**src/rtl/ddr5_pwrgd_pkg.sv**
```systemverilog
// Shared definitions for the DDR5 PWRGD fail detector: channel state encoding,
// default timing parameters and a counter width helper.
package ddr5_pwrgd_pkg;

    typedef enum logic [1:0] {
        ST_IDLE    = 2'd0,
        ST_WAIT_PG = 2'd1,
        ST_PG_OK   = 2'd2,
        ST_FAULT   = 2'd3
    } chState_t;

    localparam int DEF_DEBOUNCE_CYC = 4;
    localparam int DEF_TIMEOUT_CYC  = 2000;

    // Bits needed for a counter that runs 0 .. numVals-1 (never less than 1).
    function automatic int cntWidth(input int numVals);
        return (numVals <= 2) ? 1 : $clog2(numVals);
    endfunction

endpackage

```
**src/rtl/ddr5_pwrgd_ch_mon.sv**
```systemverilog
// One memory-controller channel: PWRGD synchronizer, debounce filter, bring-up
// timer and the IDLE/WAIT_PG/PG_OK/FAULT supervisor.
module ddr5_pwrgd_ch_mon
    import ddr5_pwrgd_pkg::*;
#(
    parameter int DEBOUNCE_CYC = DEF_DEBOUNCE_CYC,
    parameter int TIMEOUT_CYC  = DEF_TIMEOUT_CYC
) (
    input  logic iClk,
    input  logic iRst_n,
    input  logic iMemPwrEn,
    input  logic iPwrgdRaw,
    input  logic iFltClr,
    output logic oFltNxt,
    output logic oOkNxt
);

    localparam int DW = cntWidth(DEBOUNCE_CYC);
    localparam int TW = cntWidth(TIMEOUT_CYC);
    localparam logic [DW-1:0] DEB_LAST = DW'(DEBOUNCE_CYC - 1);
    localparam logic [TW-1:0] TMO_LAST = TW'(TIMEOUT_CYC - 1);
    localparam logic [TW-1:0] TMR_MAX  = '1;

    logic          pgMeta;
    logic          pgSync;
    logic          pgFilt;
    logic [DW-1:0] debCnt;

    // NOTE: every flop is written with <= so all registers update from pre-edge values.
    always_ff @(posedge iClk or negedge iRst_n) begin
        if (!iRst_n) begin
            pgMeta <= 1'b0;
            pgSync <= 1'b0;
            pgFilt <= 1'b0;
            debCnt <= '0;
        end else begin
            pgMeta <= iPwrgdRaw;
            pgSync <= pgMeta;
            if (pgSync == pgFilt) begin
                debCnt <= '0;
            end else if (debCnt == DEB_LAST) begin
                pgFilt <= pgSync;
                debCnt <= '0;
            end else begin
                debCnt <= debCnt + 1'b1;
            end
        end
    end

    chState_t      state;
    chState_t      stateNxt;
    logic [TW-1:0] timer;

    // NOTE: stateNxt is defaulted first so no path through the case infers a latch.
    always_comb begin
        stateNxt = state;
        case (state)
            ST_IDLE: begin
                if (iMemPwrEn) stateNxt = ST_WAIT_PG;
            end
            ST_WAIT_PG: begin
                // A good PWRGD in the timeout cycle wins over the timeout.
                if (!iMemPwrEn)             stateNxt = ST_IDLE;
                else if (pgFilt)            stateNxt = ST_PG_OK;
                else if (timer == TMO_LAST) stateNxt = ST_FAULT;
            end
            ST_PG_OK: begin
                // Enable dropping with PWRGD is a normal power-down.
                if (!iMemPwrEn)   stateNxt = ST_IDLE;
                else if (!pgFilt) stateNxt = ST_FAULT;
            end
            ST_FAULT: begin
                if (iFltClr && !iMemPwrEn) stateNxt = ST_IDLE;
            end
            default: stateNxt = ST_IDLE;
        endcase
    end

    always_ff @(posedge iClk or negedge iRst_n) begin
        if (!iRst_n) begin
            state <= ST_IDLE;
            timer <= '0;
        end else begin
            state <= stateNxt;
            if (state != ST_WAIT_PG) begin
                timer <= '0;
            end else if (timer != TMR_MAX) begin
                timer <= timer + 1'b1;
            end
        end
    end

    assign oFltNxt = (stateNxt == ST_FAULT);
    assign oOkNxt  = (stateNxt == ST_PG_OK);

endmodule

```
**src/rtl/ddr5_pwrgd_fail_detect.sv**
```systemverilog
// Per-channel DDR5 PWRGD supervision with registered per-channel fault vector,
// aggregate fault and aggregate memory power-good.
module ddr5_pwrgd_fail_detect
    import ddr5_pwrgd_pkg::*;
#(
    parameter int NUM_CH       = 4,
    parameter int DEBOUNCE_CYC = DEF_DEBOUNCE_CYC,
    parameter int TIMEOUT_CYC  = DEF_TIMEOUT_CYC
) (
    input  logic              iClk,
    input  logic              iRst_n,
    input  logic              iMemPwrEn,
    input  logic [NUM_CH-1:0] iMemPwrgd,
    input  logic              iFltClr,
    output logic [NUM_CH-1:0] oCpuMemFlt,
    output logic              oMemPwrFlt,
    output logic              oMemPwrgd
);

    logic [NUM_CH-1:0] fltNxt;
    logic [NUM_CH-1:0] okNxt;

    for (genvar gi = 0; gi < NUM_CH; gi++) begin : gCh
        ddr5_pwrgd_ch_mon #(
            .DEBOUNCE_CYC (DEBOUNCE_CYC),
            .TIMEOUT_CYC  (TIMEOUT_CYC)
        ) uChMon (
            .iClk      (iClk),
            .iRst_n    (iRst_n),
            .iMemPwrEn (iMemPwrEn),
            .iPwrgdRaw (iMemPwrgd[gi]),
            .iFltClr   (iFltClr),
            .oFltNxt   (fltNxt[gi]),
            .oOkNxt    (okNxt[gi])
        );
    end

    // Registered from next-state decodes so outputs move on the transition edge.
    always_ff @(posedge iClk or negedge iRst_n) begin
        if (!iRst_n) begin
            oCpuMemFlt <= '0;
            oMemPwrFlt <= 1'b0;
            oMemPwrgd  <= 1'b0;
        end else begin
            oCpuMemFlt <= fltNxt;
            oMemPwrFlt <= |fltNxt;
            oMemPwrgd  <= &okNxt;
        end
    end

endmodule

```
**config.mk**
```make
export PLATFORM = sky130hd
export DESIGN_NAME = ddr5_pwrgd_fail_detect
export DESIGN_NICKNAME = d
export VERILOG_FILES = /design/src/rtl/ddr5_pwrgd_pkg.sv /design/src/rtl/ddr5_pwrgd_ch_mon.sv /design/src/rtl/ddr5_pwrgd_fail_detect.sv
export SDC_FILE = /design/constraint.sdc
export NUM_CORES = 1
export LEC_CHECK = 0
export CORE_ASPECT_RATIO = 1.1
export CORE_MARGIN = 2
export CORE_UTILIZATION = 50
export DETAILED_ROUTE_END_ITERATION = 10
export PLACE_DENSITY = 0.67
export SLEW_MARGIN = 40
export SYNTH_ARGS = -nofsm -noshare
export SYNTH_HDL_FRONTEND = slang
export SYNTH_SLANG_ARGS = --single-unit
```
**constraint.sdc**
```tcl
create_clock -name iClk -period 2.6 [get_ports iClk]
set_input_delay 0.65 -clock iClk [delete_from_list [all_inputs] [get_ports iClk]]
set_output_delay 0.65 -clock iClk [all_outputs]
set_load 0.01 [all_outputs]
```
# Yosys cells after proc, flatten, opt, wreduce, memory -nomap -nowiden
# Index checks and enable logic that the tools add are counted.
# W data, S select, Z words.
# word_totals
regBits,78
output_inout_bits,6
wordCells,143
# classes
n_addsub,8
eq_ne,40
n_mux,48
bitwise_logic,4
n_reduce_logical,16
# ops
op,n
$mux W11,8
$mux W2,36
$add A11 B1 Y11 const B,4
$eq A11 B11 Y1 const B,4
$ne A11 B11 Y1 const B,4
$eq A2 B2 Y1 const B,20
$pmux W2 S4,4
$add A2 B1 Y2 const B,4
$eq A2 B1 Y1 const B,4
$logic_not A2 Y1,4
$ne A2 B1 Y1 const B,4
$reduce_and A2 Y1,4
$reduce_bool A2 Y1,4
$eq A1 B1 Y1,4
$not A1 Y1,4
$reduce_and A4 Y1,1
$reduce_or A4 Y1,1
$logic_and A1 B1 Y1,1
$logic_not A1 Y1,1

# Logic depth before layout (Yosys ltp)
# Gate-level depths: netlist (run 1).
# logic_depth
depth_word,7
depth_mapped,7
ltp_nobuf,6

# Hierarchy
# A second synthesis (run 1) with hierarchy kept.
# unflattened
cells_unflattened,380
area_unflattened_um2,4155.2
# modules_own_cells
mod,n_inst,cells_per_inst,area_per_inst_um2,seq_area_each_um2
ddr5_pwrgd_ch_mon,4,93,997.2,450.4
ddr5_pwrgd_fail_detect,1,8,166.4,150.1

# Least setup slack after synthesis (run 1)
# Ideal clock, no wire load.
# synth_timing
kind,reg2reg
start,register gCh[0].uChMon.timer[0]
end,register gCh[0].uChMon.timer[7]
setup_time_ns,0.120
t_arrival_ns,1.434
required_time_ns,2.480
setup_slack_ns,1.045
stages_incl_launch_ff,8
path_buffers,1
period_less_slack_ns,1.555
cell_sequence,dfrtp_1 -> ha_1 -> and3_4 -> buf_6 -> a41oi_4 -> nand4_1 -> xor2_1 -> nor2_1
# synth_between
elab_chain_cells,3
elab_cells_between_ends,5
cone_classes,1 x add/sub; 1 x eq/ne; 2 x mux; 1 x reduce/logical
# synth_rtl
item,line,source
from (decl),ddr5_pwrgd_ch_mon.sv:52,logic [TW-1:0] timer;
from (signal assigned),ddr5_pwrgd_ch_mon.sv:88,timer <= timer + 1'b1;
$add A11 B1 Y11,ddr5_pwrgd_ch_mon.sv:88,
$mux W11,ddr5_pwrgd_ch_mon.sv:87,end else if (timer != TMR_MAX) begin
$mux W11,ddr5_pwrgd_ch_mon.sv:85,if (state != ST_WAIT_PG) begin
# Several ways; a longest one is shown, not always the timed one. The select of a mux whose other input is x is not followed.
# A chain may end at the register's enable or synchronous reset.

# Worst setup path in the final report (run 1)
# layout_timing
start,register oCpuMemFlt[1]
end,output port oCpuMemFlt[1]
# layout_lines
item,line,source
from (decl),ddr5_pwrgd_fail_detect.sv:15,"output logic [NUM_CH-1:0] oCpuMemFlt,"
from (signal assigned),ddr5_pwrgd_fail_detect.sv:45,oCpuMemFlt <= fltNxt;
# No word-level cell between the ends.

==> results.json, run 1 <==
{
  "area_growth_pct": 11.46,
  "finalCriticalPeriod_ns": 1.881,
  "dieArea_sq_um": 7947,
  "synthesis.area_sq_um": 3625,
  "port_buffers": 13,
  "drcViolationCount": 0,
  "synth_fp_nets": 351,
  "synth_top_area_share_pct": 53.85,
  "post_drt_wl_per_cell_um": 13.16,
  "cts.clk_slew.worst_paths_ns": 0.09,
  "ys_ff_latch": 78,
  "clk_latency_ns": 0.35,
  "crit_buf_inv": 1,
  "critPathMaxStageDelay_ns": 0.53,
  "placed_cell_area_sq_um": 3842,
  "gp_congestion": 0.7776,
  "hold_class": "input pin to async pin",
  "place_ws_ns": 0.4447,
  "grt_pass1_vias": 2372,
  "tightest_slew_ns": 0.4897,
  "grt_pass1_wl_mm": 10.47,
  "end_kind": "output port",
  "drtAntennaViolNets": 0,
  "pin_count": 14,
  "yosysSeqAreaShare_pct": 53.85,
  "clock-sinks": 78,
  "fp.dieW_um": 85.18,
  "start_util_pct": 51.73,
  "final_cell_mix": "78 x dfrtp_1, 48 x nor2_1, 21 x nand2_1",
  "cts_hold_buf": 0,
  "final_common_cell": "dfrtp_1",
  "grt_max_degree": 41,
  "antenna_found_initial": 0,
  "crit_path_cell_trace": "clkdlybuf4s50_1",
  "worst-endpoint-arrival_ns": 1.23,
  "power.density_nw_per_um2": 838.3,
  "die_h_um": 93.30,
  "ys_warn_count": 0,
  "vias": 2409,
  "finalNetCount": 370,
  "r2r_slack_ns": 0.89,
  "required_ns": 1.95,
  "cts_setup_buffers": 0,
  "stdcell_area_sq_um": 4040,
  "max_slew_margin_pct": 67.35,
  "multi_input_area_sq_um": 1599,
  "cts_buffers": 9,
  "num_rows": 32,
  "synth_top_flop_cell": "dfrtp_1",
  "synthCells": 335,
  "ys_types": 54,
  "final_hold_viol_count": 0,
  "fillers": 602,
  "drive_gt1_share_pct": 10.86,
  "gr-usage-all-layers_pct": 16.59,
  "dp_hpwl_mm": 3.948,
  "drt-vias-per-instance": 5.426,
  "n_antenna_cell": 0,
  "max_freq_ghz": 0.5316,
  "cts_buffer_depth": 2,
  "cts-root-buf": "clkbuf_8",
  "utilization_pct": 57.66,
  "worstSetupPathType": "register to output port",
  "synth.area.top_cells": "dfrtp_1 54%, nor2_1 5.0%, xor2_1 3.6%",
  "cts_resized": 0,
  "routed_wl_mm": 5.845,
  "setup_violations": 0,
  "first_iter_violations": 94,
  "dp_cells": 428,
  "total_leakage_power_nw": 1.809,
  "fin_cells": 444,
  "syn_area_per_cell_sq_um": 10.82,
  "timing.final.max_slew_violations": 0,
  "firstDrtPassIters": 4,
  "cts_tree": "yes",
  "cpMaxStageDelayCell": "clkdlybuf4s50_1",
  "synth_edf_count": 0,
  "synthArstFlopShare_pct": 100.0,
  "finalCritPeriodShare_pct": 72.35,
  "seqCellArea_sq_um": 1952,
  "final.setup.tns_ns": 0,
  "grt_overflow_total": 0,
  "irDropWorstVdd_mv": 0.4562,
  "rsz0062_at_grt": "no",
  "status": "finished, final reports clean",
  "core_area_sq_um": 7007,
  "cts_htree_levels": 3,
  "startpoint_type": "register",
  "maxCapViolCount": 0,
  "crit_fanout": 1,
  "crit_family": "buffers and inverters",
  "synth_top_cell_by_area": "dfrtp_1",
  "worst_slack_ns": 0.7190,
  "fin_skew_ns": 0.009736
}
[flip-flops by register name (all words and copies together), names as in the netlist]
register	cells
gCh.uChMon.timer	44
gCh.uChMon.debCnt	8
gCh.uChMon.state	8
gCh.uChMon.pgFilt	4
gCh.uChMon.pgMeta	4
gCh.uChMon.pgSync	4
oCpuMemFlt	4
oMemPwrFlt	1
oMemPwrgd	1
[synth_stat cells, drive strengths merged (2+ instances only)]
library cell  instances
nand2                21
and2                  6
clkbuf                5
nor2b                 8
buf                   2
inv                   8
nand3                 9
a41oi                 3
xor2                 15
xnor2                14
o22ai                 2
o21bai                3
mux2i                 4
nor2                 48
nand2b                4
a21o                  2
a32o                  2
a211oi                2
nor3b                 2
a21oi                 9
and4                  3
a31oi                13
mux2                  3
ha                    8
dfrtp                78
o21ai                16
nor3                 12
nor4                  3
and3                 10
nand4                11
[path summary, 6_finish.rpt]
kind | from | to | cells after the start
worst min-delay path | iRst_n | gCh[3].uChMon.timer[8] | 1
worst min register to register | gCh[2].uChMon.pgMeta | gCh[2].uChMon.pgSync | 0
worst max register to register | gCh[0].uChMon.timer[0] | gCh[0].uChMon.timer[7] | 6
max in group asynchronous | iRst_n | gCh[3].uChMon.state[0] | 2
worst max-delay path | oCpuMemFlt[1] | oCpuMemFlt[1] | 1
min in group iClk | gCh[2].uChMon.pgMeta | gCh[2].uChMon.pgSync | 0
[worst register-to-register path, cell delays in order (launching register included)]
cell	delay [ns]
dfrtp_1	0.42
ha_1	0.23
and3_4	0.22
a41oi_4	0.25
nand4_1	0.17
xor2_1	0.23
nor2_1	0.06
[where the power goes]
part / leakage, nW / total [mW] / switching (mW) / internal, mW
clock network: 0.0895 / 0.917 / 0.466 / 0.451
registers: 1.03 / 1.67 / 0.219 / 1.45
logic: 0.687 / 0.801 / 0.412 / 0.389
total: 1.81 / 3.39 / 1.10 / 2.29
[per-layer routing]
layer / up-vias / global-route usage [%] / part of all wire [%]
met3: 9 / 3.266 / 2.3
met1: 1161 / 21.82 / 50
li1: 1213 / - / -
met2: 26 / 26.30 / 45
met4: 0 / 8.069 / 2.0
met5: - / 0 / 0
[through the flow]
step,total power [mW],hold WS [ns]
2_1_floorplan,2.233,0.3312
3_3_place_gp,2.472,0.3320
3_5_place_dp,2.505,0.3347
4_1_cts,3.434,0.2631
5_1_grt,3.636,0.2850
6_report,3.387,0.2565
[cells by family (layout without fill, tap and decap cells)]
logic type      count (synthesis)  count (layout)  share of synthesized area [%]
simple gates                  142             142                          21.92
flops                          78              78                          53.85
mux                             7               7                          2.037
fa+ha+maj                       9               9                          3.038
xor+xnor                       29              29                          7.007
buf+inv                        15              39                          2.037
compound gates                 55              55                          10.11
[cell type report]
class	count	area share (%)
well taps	85	2.632
clock inverters	6	1.734
multi-input cells	242	39.58
clock buffers	10	3.159
repair buffers	15	3.840
inverters	8	0.7433
flip-flops and latches	78	48.31
Power figures use the tool's default switching activity.
==> run 2: changes to the inputs <==
==> constraint.sdc (replaced) <==
create_clock -name iClk -period 1.9 [get_ports iClk]
set_input_delay 0.475 -clock iClk [delete_from_list [all_inputs] [get_ports iClk]]
set_output_delay 0.475 -clock iClk [all_outputs]
set_load 0.01 [all_outputs]
==> run 2 against run 1 <==
Effect of this change:
- via count is essentially flat
- first-iteration DRC count shrank 7.4%
- sequential power grew 37%
- critical path depth grew 5
- clock power grew 26%
- combinational power grew 40%
- non-clock buffer count grew 3
- largest power group unchanged
==> results.json, run 2 (synthesis results as in run 1) <==
{
  "gp_congestion": 0.7581,
  "drt-vias-per-instance": 5.397,
  "pin_count": 14,
  "max_freq_ghz": 0.5819,
  "setup_violations": 0,
  "required_ns": 2.13,
  "rsz0062_at_grt": "no",
  "cts-root-buf": "clkbuf_8",
  "maxCapViolCount": 0,
  "firstDrtPassIters": 4,
  "hold_slack_ns": 0.01838,
  "stdcell_area_sq_um": 4051,
  "start_util_pct": 51.73,
  "cts_buffers": 9,
  "fin_cells": 446,
  "port_buffers": 13,
  "grt_max_degree": 41,
  "dieArea_sq_um": 7947,
  "drcViolationCount": 0,
  "crit_fanout": 5,
  "dp_cells": 431,
  "grt_overflow_total": 0,
  "max_flop_register": "gCh.uChMon.timer",
  "num_rows": 32,
  "cts.clk_slew.worst_paths_ns": 0.08,
  "clock-sinks": 78,
  "dp_hpwl_mm": 4.192,
  "cts_tree": "yes",
  "final_hold_viol_count": 0,
  "worstSetupPathType": "register to register",
  "post_drt_wl_per_cell_um": 13.33,
  "n_antenna_cell": 0,
  "first_iter_violations": 87,
  "fp.dieW_um": 85.18,
  "cts_setup_buffers": 0,
  "drive_gt1_share_pct": 11.08,
  "fin_skew_ns": 0.01022,
  "worst_slack_ns": 0.1815,
  "vias": 2407,
  "startpoint_type": "register",
  "worst-endpoint-arrival_ns": 1.95,
  "timing.final.max_slew_violations": 0,
  "final_cell_mix": "78 x dfrtp_1, 48 x nor2_1, 21 x nand2_1",
  "grt_pass1_wl_mm": 10.70,
  "cts_hold_buf": 0,
  "irDropWorstVdd_mv": 0.5665,
  "finalCriticalPeriod_ns": 1.719,
  "area_growth_pct": 11.77,
  "hold_class": "input pin to async pin",
  "final_common_cell": "dfrtp_1",
  "placed_cell_area_sq_um": 3865,
  "tightest_slew_ns": 0.3668,
  "drtAntennaViolNets": 0,
  "finalNetCount": 373,
  "grt_pass1_vias": 2373,
  "cts_resized": 0,
  "gr-usage-all-layers_pct": 17.14,
  "die_h_um": 93.30,
  "end_kind": "register",
  "status": "finished, final reports clean",
  "core_area_sq_um": 7007,
  "routed_wl_mm": 5.946,
  "cts_htree_levels": 3,
  "max_slew_margin_pct": 75.55,
  "clk_latency_ns": 0.35,
  "place_ws_ns": -0.01696,
  "finalCritPeriodShare_pct": 90.45,
  "total_leakage_power_nw": 1.830,
  "largest_register_ffs": 44,
  "power.density_nw_per_um2": 1129,
  "cts_buffer_depth": 2,
  "fillers": 606,
  "reg_top3": "gCh.uChMon.timer x44, gCh.uChMon.debCnt x8, gCh.uChMon.state x8",
  "antenna_found_initial": 0
}
-- run 2: path summary, 6_finish.rpt --
kind	from	end	slack, ns	cells after the start
worst max-delay path	gCh[3].uChMon.timer[0]	oMemPwrgd	0.18	6
worst min register to register	gCh[3].uChMon.pgMeta	gCh[3].uChMon.pgSync	0.34	0
worst min-delay path	iRst_n	gCh[3].uChMon.timer[5]	0.02	1
worst max register to register	gCh[3].uChMon.timer[0]	oMemPwrgd	0.18	6
min in group iClk	gCh[3].uChMon.pgMeta	gCh[3].uChMon.pgSync	0.34	0
max in group asynchronous	iRst_n	gCh[2].uChMon.timer[9]	1.36	2
-- run 2: layout make-up --
class / count / area [sq um] / share of cell area (%)
well taps: 85 / 106.4 / 2.625
flip-flops and latches: 78 / 1952 / 48.18
inverters: 8 / 30.03 / 0.7412
clock buffers: 15 / 186.4 / 4.602
multi-input cells: 242 / 1599 / 39.47
repair buffers: 18 / 177.7 / 4.385
-- run 2: power breakdown --
group / internal [mW] / switching (mW)
registers: 1.99 / 0.303
logic: 0.549 / 0.572
clock network: 0.613 / 0.551
total: 3.15 / 1.43
-- run 2: through the flow --
step | TNS, ns | utilization (%) | power [mW]
5_1_grt | 0 | 57.82 | 4.920
6_report | 0 | 57.82 | 4.573
4_1_cts | 0 | 57.82 | 4.633
2_1_floorplan | 0 | - | 3.056
3_3_place_gp | -0.002644 | 55.16 | 3.409
3_5_place_dp | -0.01696 | 55.16 | 3.455
-- run 2: critical path, cell delays in order, from the launching register on --
cell	delay, ns
dfrtp_1	0.42
ha_1	0.27
and3_1	0.22
nand4_1	0.12
nand3_1	0.12
a31o_2	0.26
and4bb_1	0.20
-- run 2: metal layers --
metal  share of wire [%]  wire, um  GRT usage (%)  vias to the layer above
met2                  46      2758          26.76                       23
met3                 2.9       173          4.766                        9
li1                    -         -              -                     1229
met4                 1.6        97          6.878                        0
met5                   0         0              0                        -
met1                  49      2917          22.63                     1146
==> run 3: changes to the inputs <==
--- a/config.mk
+++ b/config.mk
@@ -7,9 +7,9 @@
 export LEC_CHECK = 0
 export CORE_ASPECT_RATIO = 1.1
 export CORE_MARGIN = 2
-export CORE_UTILIZATION = 50
+export CORE_UTILIZATION = 60
 export DETAILED_ROUTE_END_ITERATION = 10
-export PLACE_DENSITY = 0.67
+export PLACE_DENSITY = 0.79
 export SLEW_MARGIN = 40
 export SYNTH_ARGS = -nofsm -noshare
 export SYNTH_HDL_FRONTEND = slang
==> run 3 against run 2 <==
Effect of this change:
- global-route usage increased by 3.7 points
- total power rose by 4.4%
- wire length rose by 0.34%
- flip-flop and latch count is the same
- critical path depth shrank 5
- register-to-register slack better by 0.05 ns
- maximum frequency increased by 1.9%
- non-clock buffer count unchanged
- cell count decreased by 1.8%
- via count grew 2.1%
==> results.json, run 3 (synthesis results as in run 1) <==
{
  "largest_register_ffs": 44,
  "vias": 2458,
  "grt_overflow_total": 0,
  "antenna_found_initial": 0,
  "finalCritPeriodShare_pct": 88.74,
  "n_antenna_cell": 0,
  "gp_congestion": 0.7979,
  "setup_violations": 0,
  "stdcell_area_sq_um": 4076,
  "cts_buffers": 9,
  "max_flop_register": "gCh.uChMon.timer",
  "grt_pass1_vias": 2405,
  "fillers": 428,
  "firstDrtPassIters": 4,
  "clock-sinks": 78,
  "cts_resized": 0,
  "cts_hold_buf": 0,
  "critPathMaxStageDelay_ns": 0.53,
  "post_drt_wl_per_cell_um": 13.62,
  "fp.dieW_um": 78.11,
  "max_slew_margin_pct": 74.15,
  "startpoint_type": "register",
  "cts_htree_levels": 3,
  "worstSetupPathType": "register to output port",
  "rsz0062_at_grt": "no",
  "gr-usage-all-layers_pct": 20.80,
  "crit_cells": 1,
  "multi_input_area_sq_um": 1599,
  "clk_latency_ns": 0.35,
  "tightest_slew_ns": 0.3877,
  "dp_hpwl_mm": 4.124,
  "dieArea_sq_um": 6680,
  "finalNetCount": 373,
  "maxCapViolCount": 0,
  "first_iter_violations": 161,
  "drtAntennaViolNets": 0,
  "start_util_pct": 62.44,
  "final_common_cell": "dfrtp_1",
  "drive_gt1_share_pct": 11.63,
  "r2r-start": "gCh[3].uChMon.timer[0]",
  "cts_tree": "yes",
  "drt-vias-per-instance": 5.612,
  "required_ns": 1.42,
  "status": "finished, final reports clean",
  "cts_setup_buffers": 0,
  "finalCriticalPeriod_ns": 1.686,
  "crit_buf_inv": 1,
  "area_growth_pct": 12.46,
  "cts_buffer_depth": 2,
  "irDropWorstVdd_mv": 0.8139,
  "worst-endpoint-arrival_ns": 1.21,
  "crit_path_cell_trace": "clkdlybuf4s50_1",
  "crit_family": "buffers and inverters",
  "power.density_nw_per_um2": 1172,
  "placed_cell_area_sq_um": 3855,
  "core_area_sq_um": 5806,
  "fin_skew_ns": 0.01375,
  "final_hold_viol_count": 0,
  "r2r_cells": 6,
  "seqCellArea_sq_um": 1952,
  "total_leakage_power_nw": 1.849,
  "hold_class": "input pin to async pin",
  "num_rows": 29,
  "cts-root-buf": "clkbuf_8",
  "drcViolationCount": 0,
  "port_buffers": 13,
  "end_kind": "output port",
  "crit_fanout": 1,
  "final_cell_mix": "78 x dfrtp_1, 48 x nor2_1, 21 x nand2_1",
  "pin_count": 14,
  "grt_max_degree": 36,
  "reg_top3": "gCh.uChMon.timer x44, gCh.uChMon.debCnt x8, gCh.uChMon.state x8",
  "fin_cells": 438,
  "cpMaxStageDelayCell": "clkdlybuf4s50_1",
  "max_freq_ghz": 0.5931,
  "power_mw": 4.777,
  "grt_pass1_wl_mm": 10.89,
  "timing.final.max_slew_violations": 0,
  "cts.clk_slew.worst_paths_ns": 0.08,
  "routed_wl_mm": 5.966,
  "dp_cells": 423,
  "crit_path_start": "oMemPwrgd",
  "die_h_um": 85.52,
  "hold_slack_ns": 0.03612
}
run 3: changes by cell type in the layout (fill, tap and decap cells not counted), sizes merged:
| cell | previous run | this run |
|---|---|---|
| bufinv | 0 | 2 |
| clkbuf | 15 | 11 |
| clkinv | 0 | 2 |
run 3: path summary, 6_finish.rpt:
path | slack [ns] | to
max reg2reg | 0.23 | oMemPwrgd
max | 0.21 | oMemPwrgd
max in group asynchronous | 1.31 | gCh[2].uChMon.timer[4]
min reg2reg | 0.35 | gCh[0].uChMon.pgSync
min in group iClk | 0.35 | gCh[0].uChMon.pgSync
min | 0.04 | gCh[3].uChMon.timer[8]
run 3: final cells by class:
cell class / count / share of cell area [%]
sequential: 78 / 47.88
multi-input combinational: 242 / 39.23
timing repair buffer: 18 / 4.358
clock buffer: 11 / 3.714
tap: 77 / 2.363
clock inverter: 4 / 1.719
inverter: 8 / 0.7366
run 3: stage by stage:
stage | setup slack [ns] | utilization (%) | TNS, ns
detailed placement | -0.009615 | 66.40 | -0.009615
CTS | 0.1961 | 70.22 | 0
floorplan | 0.3452 | - | 0
finish | 0.2139 | 70.22 | 0
global route | 0.1008 | 70.22 | 0
global placement | 0.04407 | 66.40 | 0
run 3: layer usage:
layer / share of wire, % / GRT usage (%) / up-vias
met5: 0 / 0 / -
met4: 2.3 / 10.37 / 0
li1: - / - / 1224
met2: 46 / 31.50 / 34
met3: 2.7 / 4.000 / 10
met1: 49 / 29.07 / 1190
run 3: power breakdown:
part           switching (mW)  internal [mW]
logic                   0.570          0.551
clock network           0.569          0.800
registers               0.301           1.99
